===== config.mk =====
export PLATFORM = sky130hd
export DESIGN_NAME = reg574_seq
export DESIGN_NICKNAME = d
export VERILOG_FILES = /design/src/rtl/reg574_seq.sv
export SDC_FILE = /design/constraint.sdc
export NUM_CORES = 1
export LEC_CHECK = 0
export BUFFER_PORTS_ARGS = -buffer_cell sky130_fd_sc_hd__buf_4
export CAP_MARGIN = 15
export CELL_PAD_IN_SITES_DETAIL_PLACEMENT = 2
export CELL_PAD_IN_SITES_GLOBAL_PLACEMENT = 2
export CORE_MARGIN = 3
export CORE_UTILIZATION = 29
export CTS_CLUSTER_SIZE = 14
export DETAILED_ROUTE_END_ITERATION = 10
export PLACE_DENSITY_LB_ADDON = 0.1
export SLEW_MARGIN = 20
export SYNTH_ARGS = -nofsm -noshare
export SYNTH_HDL_FRONTEND = slang
export SYNTH_SLANG_ARGS = --single-unit
export TNS_END_PERCENT = 50

===== constraint.sdc =====
create_clock -name clk -period 1.8 [get_ports clk]
set_clock_uncertainty 0.15 [all_clocks]
set_input_delay 0 -clock clk [delete_from_list [all_inputs] [get_ports clk]]
set_output_delay 0 -clock clk [all_outputs]
set_load 0.01 [all_outputs]

===== src/rtl/reg574_seq.sv =====
// ==========================================================================
// reg574_seq: sequencer for eight 74x574 registers on a shared D/Q bus
// Revision: 1.0
// ==========================================================================
`default_nettype none

module reg574_seq #(
  parameter int SETUP_CYC = 1,
  parameter int PULSE_CYC = 2,
  parameter int HOLD_CYC  = 1,
  parameter int RD_CYC    = 2
) (
  input  logic       clk,
  input  logic       reset,
  input  logic       req,
  input  logic       we,
  input  logic [2:0] addr,
  input  logic [7:0] wdata,
  output logic       ack,
  output logic       busy,
  output logic [7:0] d,
  output logic [7:0] ff_clk,
  output logic [7:0] noe,
  input  logic [7:0] q_in,
  output logic [7:0] rdata
);

  typedef enum logic [2:0] {
    IDLE  = 3'd0,
    SETUP = 3'd1,
    PULSE = 3'd2,
    HOLD  = 3'd3,
    RDEN  = 3'd4,
    ACK   = 3'd5
  } state_t;

  localparam logic [3:0] SETUP_LAST = 4'(SETUP_CYC - 1);
  localparam logic [3:0] PULSE_LAST = 4'(PULSE_CYC - 1);
  localparam logic [3:0] HOLD_LAST  = 4'(HOLD_CYC - 1);
  localparam logic [3:0] RD_LAST    = 4'(RD_CYC - 1);

  state_t     state, state_n;
  logic [3:0] cnt, cnt_n;
  logic [2:0] sel, sel_n;
  logic [7:0] d_n, ff_clk_n, noe_n, rdata_n;
  logic       ack_n, busy_n;

  // Every output is the Q of a flop below; this block only forms D inputs.
  always_comb begin
    state_n  = state;
    cnt_n    = cnt;
    sel_n    = sel;
    d_n      = d;
    ff_clk_n = ff_clk;
    noe_n    = noe;
    rdata_n  = rdata;
    ack_n    = 1'b0;
    busy_n   = busy;
    case (state)
      IDLE: begin
        ff_clk_n = 8'h00;
        noe_n    = 8'hFF;
        busy_n   = req;
        if (req) begin
          sel_n = addr;
          if (we) begin
            state_n = SETUP;
            d_n     = wdata;
            cnt_n   = SETUP_LAST;
          end else begin
            state_n = RDEN;
            noe_n   = ~(8'd1 << addr);
            cnt_n   = RD_LAST;
          end
        end
      end
      SETUP: begin
        if (cnt == 4'd0) begin
          state_n  = PULSE;
          ff_clk_n = 8'd1 << sel;
          cnt_n    = PULSE_LAST;
        end else begin
          cnt_n = cnt - 4'd1;
        end
      end
      PULSE: begin
        if (cnt == 4'd0) begin
          state_n  = HOLD;
          ff_clk_n = 8'h00;
          cnt_n    = HOLD_LAST;
        end else begin
          cnt_n = cnt - 4'd1;
        end
      end
      HOLD: begin
        if (cnt == 4'd0) begin
          state_n = ACK;
          cnt_n   = 4'd0;
        end else begin
          cnt_n = cnt - 4'd1;
        end
      end
      RDEN: begin
        if (cnt == 4'd0) begin
          state_n = ACK;
          rdata_n = q_in;
          noe_n   = 8'hFF;
          cnt_n   = 4'd0;
        end else begin
          cnt_n = cnt - 4'd1;
        end
      end
      ACK: begin
        // ack flop rises as we leave; the IDLE cycle that follows is the ack cycle.
        ack_n   = 1'b1;
        busy_n  = 1'b1;
        state_n = IDLE;
      end
      default: begin
        state_n  = IDLE;
        ff_clk_n = 8'h00;
        noe_n    = 8'hFF;
      end
    endcase
  end

  always_ff @(posedge clk or posedge reset) begin
    if (reset) begin
      state  <= IDLE;
      cnt    <= 4'd0;
      sel    <= 3'd0;
      d      <= 8'h00;
      ff_clk <= 8'h00;
      noe    <= 8'hFF;
      ack    <= 1'b0;
      busy   <= 1'b0;
      rdata  <= 8'h00;
    end else begin
      state  <= state_n;
      cnt    <= cnt_n;
      sel    <= sel_n;
      d      <= d_n;
      ff_clk <= ff_clk_n;
      noe    <= noe_n;
      ack    <= ack_n;
      busy   <= busy_n;
      rdata  <= rdata_n;
    end
  end

endmodule

`default_nettype wire


; Word level (Yosys, flattened, before mapping)
; Index checks and enable logic that the tools add are counted.
[totals]
out_inout_bits = 34
regBits = 44
input_bits = 23
[classes]
n_addsub = 1
bitwise = 3
reduce_logical = 15
mux = 20
shifts = 2
n_eq_ne = 10
[ops]
columns = operator, count
row1 = one-hot mux 8 bit (3 select lines), 2
row2 = two-way mux 8 bit, 5
row3 = << shifter 1 x 3 -> 8 bit (first input constant), 2
row4 = two-way mux 3 bit, 5
row5 = two-way mux 4 bit, 3
row6 = one-hot mux 3 bit (4 select lines), 1
row7 = one-hot mux 4 bit (3 select lines), 1
row8 = inequality test 2 bit (second input constant), 4
row9 = inverter 8 bit, 1
row10 = AND reduction 2 bit, 4
row11 = == test 3 x 2 -> 1 bit (second input constant), 2
row12 = == test 3 bit (second input constant), 2
row13 = AND reduction 3 bit, 2
row14 = OR reduction 3 bit, 2
row15 = zero test 4 bit, 1
row16 = AND reduction 4 bit, 1
row17 = OR reduction 4 bit, 1
row18 = subtractor 4 x 1 -> 4 bit (second input constant), 1
row19 = == test 3 x 1 -> 1 bit (second input constant), 1
row20 = zero test 3 bit, 1
row21 = nonzero test 3 bit, 1
row22 = two-way mux 1 bit, 2
row23 = inequality test 2 x 1 -> 1 bit (second input constant), 1
row24 = inverter 1 bit, 2
row25 = 3 further kinds, 3

; Depth between registers and ports, before layout
; Gate-level depths: netlist of run 1.
[depth]
word_depth = 5
mapped_depth = 7
depth_no_buf = 6

; Least setup slack after synthesis of run 1
; OpenSTA, ideal clock, no wires.
[synth_timing]
path_kind = register -> register
start = reg cnt[0]
end = reg noe[0]
stages_incl_launch_ff = 8
arrival_ns = 1.673
path_buffers = 1
setup_ns = 0.077
path_slack_ns = -0.101
path_cell_list = dfrtp_1 -> inv_1 -> ha_1 -> or3b_1 -> clkbuf_1 -> a221oi_4 -> nor2_1 -> a31oi_1
[synth_between]
elab_chain_cells = 3
[synth_lines]
columns = element, line
row1 = from (decl), 43  ; logic [3:0] cnt, cnt_n;
row2 = from (signal assigned), 140  ; cnt <= cnt_n;
row3 = zero test 4 bit, 104  ; if (cnt == 4'd0) begin
row4 = inequality test 2 bit (no source line), n/a
row5 = AND reduction 2 bit (no source line), n/a
row6 = to (signal assigned), 144  ; noe <= noe_n;
row7 = to (decl), 23  ; output logic [7:0] noe,
; No other way between the ends.
; A chain may end at the register's enable or synchronous reset.

; Final worst setup path of run 1
[layout_timing]
start = reg cnt[0]
end = reg noe[4]
; The elaborated chain is that of the path after synthesis.

==> results of run 1 <==
==> stage by stage <==
stage	cell area [µm²]	setup slack (ns)	std cells	total power, mW	util, %
6_report	3150	-0.0320	370	5.17	47.9
5_1_grt	3150	-0.146	370	5.56	47.9
4_1_cts	3100	-0.0161	369	5.13	47.1
3_5_place_dp	2700	-0.164	334	4.12	41.1
3_3_place_gp	2700	-0.0770	334	3.97	41.1
2_1_floorplan	2050	-0.0607	175	3.01	-
==> layout make-up <==
cell class / instances / area share, %
clock buffers: 7 / 2.43
clock inverters: 1 / 0.955
inverters: 8 / 0.955
multi-input cells: 116 / 29.2
flip-flops and latches: 44 / 35.3
well taps: 93 / 3.70
repair buffers: 101 / 27.4
==> metal layers <==
metal	track usage [%]	part of all wire [%]	vias to the layer above
met5	0	0	-
met4	3.65	0.86	0
met3	3.59	3.8	5
met2	31.1	56	35
met1	19.4	40	878
li1	-	-	807
==> registers in the layout (all words and copies together) (netlist names) <==
| register | cells |
|---|---|
| noe | 8 |
| ff_clk | 8 |
| sel | 3 |
| d | 8 |
| cnt | 4 |
| ack | 1 |
| state | 3 |
| rdata | 8 |
| busy | 1 |
==> critical path: stages (launching register included) <==
cell      delay, ns
dfrtp_1        0.40
inv_2          0.08
ha_4           0.14
or3b_4         0.39
a221oi_4       0.27
buf_6          0.16
nor2_2         0.04
a31oi_1        0.13
==> power by group <==
group	switching (mW)	total [mW]	leakage [nW]	internal [mW]
registers	0.263	1.62	0.533	1.36
clock network	0.342	0.758	0.0524	0.416
logic	1.29	2.79	0.843	1.50
==> what timing repair did <==
action / CTS / global route
hold buffers: 22 / 0
endpoints found under the hold margin: 69 / 0
setup buffers: 5 / 1
pin swaps: 3 / 2
endpoints found under the setup margin: 25 / 27
gates cloned: 0 / 0
gates resized for setup: 9 / 10
==> logic make-up after synthesis <==
family                   count (synthesis)  synth area share, %
AO/OA/AOI/OAI                           32                 11.0
AND/OR/NAND/NOR                         54                 13.9
multiplexers                            26                 14.5
XOR/XNOR                                 2                0.866
adder cells (fa/ha/maj)                  2                 1.24
buffers and inverters                   15                 3.59
flip-flops                              44                 55.0
==> how the worst max path moves through the flow <==
stage | start | end | slack, ns | cells past startpoint
6_report | cnt[0] | noe[4] | -0.03 | 7
5_1_grt | cnt[0] | noe[4] | -0.15 | 7
4_1_cts | cnt[0] | noe[4] | -0.02 | 7
3_5_place_dp | cnt[1] | noe[4] | -0.16 | 6
3_3_place_gp | cnt[1] | noe[4] | -0.08 | 6
2_1_floorplan | cnt[1] | noe[0] | -0.06 | 7
==> cell usage in the layout (no fill, tap or decap), types with 3 or more instances in the layout <==
cell and count:
mux2_4 7, dlygate4sd3_1 22, nand3_1 4, dfrtp_1 36, nor3_1 3, nand2_1 12
buf_4 73, nor2_1 14, inv_1 5, buf_12 3, o21ai_0 7, o22a_1 4
clkbuf_8 5, nor2_2 3, mux2_2 19, dfstp_2 8, a21oi_1 8, buf_6 3
==> impl_metrics.tcl, run 1 <==
set metrics [dict create \
    fp-row-count 29 \
    hpwl_um 4450 \
    pin_count 57 \
    core_um2 6570 \
    multi_input_area_um2 920 \
    synth_seq_cells 44 \
    fin_tns_setup_ns -0.124 \
    min_path_type "in2async" \
    final_nets 301 \
    fin_crit_ns 1.83 \
    via_count 1725 \
    crit_arrival_ns 1.91 \
    clock-sinks 44 \
    synth_seq_area_share_pct 55.0 \
    synth_cell_types 36 \
    drtAntennaViolNets 0 \
    endpoint_kind "flop" \
    drc_errors 0 \
    r2r-end "noe[4]" \
    drv_cap 0 \
    synth_top_cells_by_area "dfrtp_1, mux2_2, dfstp_2" \
    synth_top_area_share_pct 44.6 \
    grt_pass1_vias 1987 \
    avgSynthCellArea_um2 11.6 \
    fmax_mhz 546 \
    power.density_nw_per_um2 1640 \
    start_util_pct 30.8 \
    crit_required_ns 1.88 \
    numCtsBuffers 5 \
    vias_per_cell 4.66 \
    wirelength_um 6170 \
    grt_overflow 0 \
    final_max_slew_viol_count 0 \
    drt-initial-drc-count 40 \
    period_share_pct 102 \
    drive_gt1_share_pct 48.7 \
    antenna_found_initial 0 \
    clock_latency_ns 0.30 \
    io_buffers 56 \
    synthFlopType "dfrtp_1" \
    die_x_um 89.5 \
    antenna_cells 0 \
    holdWs_ns 0.116 \
    die_area_um2 8010 \
    hold_viol 0 \
    cp_max_fo 4 \
    ff_latch_area_um2 1110 \
    dr.pass1.iters 4 \
    yosysWarningCount 0 \
    area_growth_pct 55.6 \
    maxSlewHeadroom_pct 57.5 \
    async_reset_ff_share_pct 100 \
    netlist_top_cells_count "dfrtp_1, mux2_2, nor2_1" \
    outcome "finished with violations" \
    synth_cells 175 \
    gp_congestion 0.767 \
    regToRegStartpoint "cnt[0]" \
    vdd_drop_max_mv 0.596 \
    ctsRootBufferMaster "clkbuf_8" \
    layout_setup_ws_ns -0.0320 \
    nFillCells 665 \
    synth_edf_count 0 \
    setup_violations 9 \
    rsz0062_at_grt "yes" \
    cp-start-kind "flop" \
    syn_area_um2 2020 \
    grt_max_degree 19 \
    yosys.area.top_type "dfrtp_1" \
    grt_pass1_wl_um 10100 \
    cts_tree "built" \
    regToRegSetupSlack_ns -0.03 \
    die_h_um 89.5 \
    critical_path_class "reg2reg" \
    wl_per_cell_um 16.7 \
    clockBufferDepth 2 \
    grt_usage_pct 16.7 \
    syn_nets 200 \
    synth.most_common_cell "dfrtp_1" \
    max_slew.worst_pin.slew_ns 0.634 \
    clk_pin_slew_ns 0.09 \
    failed_checks "negative setup slack" \
    r2r_cells 7 \
    cellLeakagePower_nw 1.43 \
    htree_num_levels 2 \
]
Power figures use the tool's default switching activity.
==> run 2: changes to the inputs <==
ABC_CLOCK_PERIOD_IN_PS = 1500   (was default)
REMOVE_ABC_BUFFERS = 1   (was default)
clock period = 1.5 ns   (was 1.8 ns; I/O delays follow)
==> run 2 against run 1 <==
Net effect:
- the run still ends with negative setup slack left
- via count up 1.9%
- core utilization up 1.4 points
- final cell count rose by 1.1%
- power rose by 24%
- worst setup slack got worse by 0.35 ns
- clock power increased by 5.9%
- cell area rose by 2.9%
- non-clock buffer count increased by 4
- sequential power increased by 20%
- combinational power grew 30%
- hold slack improved by 0.015 ns
- critical path depth did not move
- highest routed layer unchanged
==> impl_metrics.tcl, run 2 (synthesis results as in run 1) <==
set metrics [dict create \
    pin_count 57 \
    multi_input_area_um2 978 \
    hold_viol 0 \
    vdd_drop_max_mv 0.784 \
    hpwl_um 4240 \
    path_cells "inv_2, ha_4, or3b_4, a221oi_4, buf_6, nor2_1, a21oi_1" \
    r2r-end "noe[2]" \
    regToRegStartpoint "cnt[0]" \
    layout.cells.non_filler 374 \
    fp-row-count 29 \
    failed_checks "negative setup slack" \
    drt-initial-drc-count 45 \
    grt_max_degree 45 \
    clock_latency_ns 0.30 \
    via_count 1757 \
    crit_arrival_ns 1.96 \
    regToRegSetupSlack_ns -0.38 \
    drv_cap 0 \
    drc_errors 0 \
    start_util_pct 30.8 \
    cellLeakagePower_nw 1.44 \
    clock-sinks 44 \
    cp_max_fo 8 \
    vias_per_cell 4.70 \
    clockBufferDepth 2 \
    ff_latch_area_um2 1110 \
    wl_per_cell_um 16.8 \
    power_frac_comb_pct 57.0 \
    r2r_cells 7 \
    gp_congestion 0.828 \
    dpl_worst_slack_ns -0.398 \
    io_buffers 56 \
    antenna_cells 0 \
    grt_usage_pct 17.1 \
    grt_overflow 0 \
    endpoint_kind "flop" \
    max_slew.worst_pin.slew_ns 0.391 \
    p_seq_share_pct 30.4 \
    drtAntennaViolNets 0 \
    die_h_um 89.5 \
    fmax_mhz 533 \
    clk_pin_slew_ns 0.09 \
    wirelength_um 6270 \
    drive_gt1_share_pct 53.4 \
    rsz0062_at_grt "yes" \
    dr.pass1.iters 4 \
    area_growth_pct 60.0 \
    holdWs_ns 0.131 \
    crit_buf_inv 2 \
    die_area_um2 8010 \
    core_um2 6570 \
    utilization_pct 49.3 \
    final_common_cell "buf_4" \
    period_share_pct 125 \
    p_switching_mw 2.42 \
    setup_violations 42 \
    maxSlewHeadroom_pct 73.7 \
    power.density_nw_per_um2 1970 \
    max_stage_delay_ns 0.40 \
    critical_path.top_delay_family "simple AND/OR/NAND/NOR gates" \
    min_path_type "in2async" \
    intPower_mw 3.97 \
    critical_path_class "reg2reg" \
    numCtsBuffers 5 \
    nFillCells 666 \
    dp.cells 341 \
    final_max_slew_viol_count 0 \
    layout_setup_ws_ns -0.377 \
    final_nets 305 \
    crit_slowest_cell "dfrtp_1" \
    cp-start-kind "flop" \
    die_x_um 89.5 \
    grt_pass1_vias 1956 \
    outcome "finished with violations" \
    cts_tree "built" \
    layout_common_cells "buf_4, dfrtp_1, mux2_2" \
    power.total_mw 6.39 \
    ctsRootBufferMaster "clkbuf_8" \
    antenna_found_initial 0 \
    fin_crit_ns 1.88 \
    power.share.switching_pct 37.9 \
    htree_num_levels 2 \
    grt_pass1_wl_um 10400 \
    power.share.clock_pct 12.6 \
    crit_required_ns 1.58 \
]
[run 2: area by class of cell]
class / count / share of cell area [%]
flip-flops and latches: 44 / 34.4
multi-input cells: 116 / 30.2
repair buffers: 105 / 28.0
well taps: 93 / 3.60
clock buffers: 7 / 2.67
inverters: 8 / 0.928
clock inverters: 1 / 0.232
[run 2: how the worst max path moves through the flow]
stage                     startpoint        end  slack, ns  cells after the start
after floorplan               cnt[0]  ff_clk[0]      -0.41                      5
after global placement        cnt[0]     noe[4]      -0.36                      7
after CTS                     cnt[1]     noe[0]      -0.35                      7
after global routing          cnt[0]     cnt[0]      -0.47                      6
final                         cnt[0]     noe[2]      -0.38                      7
after detailed placement      cnt[0]     noe[0]      -0.40                      7
[run 2: power groups by stage]
stage | Sequential, mW | Combinational (mW) | Clock (mW)
after floorplan | 2.09 | 1.35 | 0
after global placement | 1.90 | 3.00 | 0
after detailed placement | 1.93 | 3.13 | 0
after CTS | 1.93 | 3.47 | 0.829
after global routing | 2.01 | 3.98 | 0.893
final | 1.94 | 3.64 | 0.803
[run 2: per-layer routing]
layer / share of wire, % / track usage (%) / vias up
li1: - / - / 818
met1: 42 / 21.6 / 900
met2: 54 / 30.0 / 33
met3: 2.8 / 3.13 / 6
met4: 1.3 / 4.87 / 0
met5: 0 / 0 / -
[run 2: repair_timing]
action                                  CTS  global route
setup buffers                             1             2
endpoints found under the hold margin    75             0
resized for setup                        21            16
pin swaps                                 8             8
endpoints found under the setup margin   42            43
hold buffers                             22             0
[run 2: worst reg2reg max path, stage by stage, from the launching register on]
cell,delay (ns)
dfrtp_1,0.40
inv_2,0.09
ha_4,0.15
or3b_4,0.40
a221oi_4,0.25
buf_6,0.19
nor2_1,0.05
a21oi_1,0.12
[run 2: metrics by stage]
| step | instance area, µm² | setup TNS (ns) |
|---|---|---|
| 4_1_cts | 3150 | -9.85 |
| 5_1_grt | 3240 | -13.56 |
| 3_3_place_gp | 2750 | -10.26 |
| 2_1_floorplan | 1980 | -13.19 |
| 3_5_place_dp | 2750 | -12.37 |
| 6_report | 3240 | -10.33 |
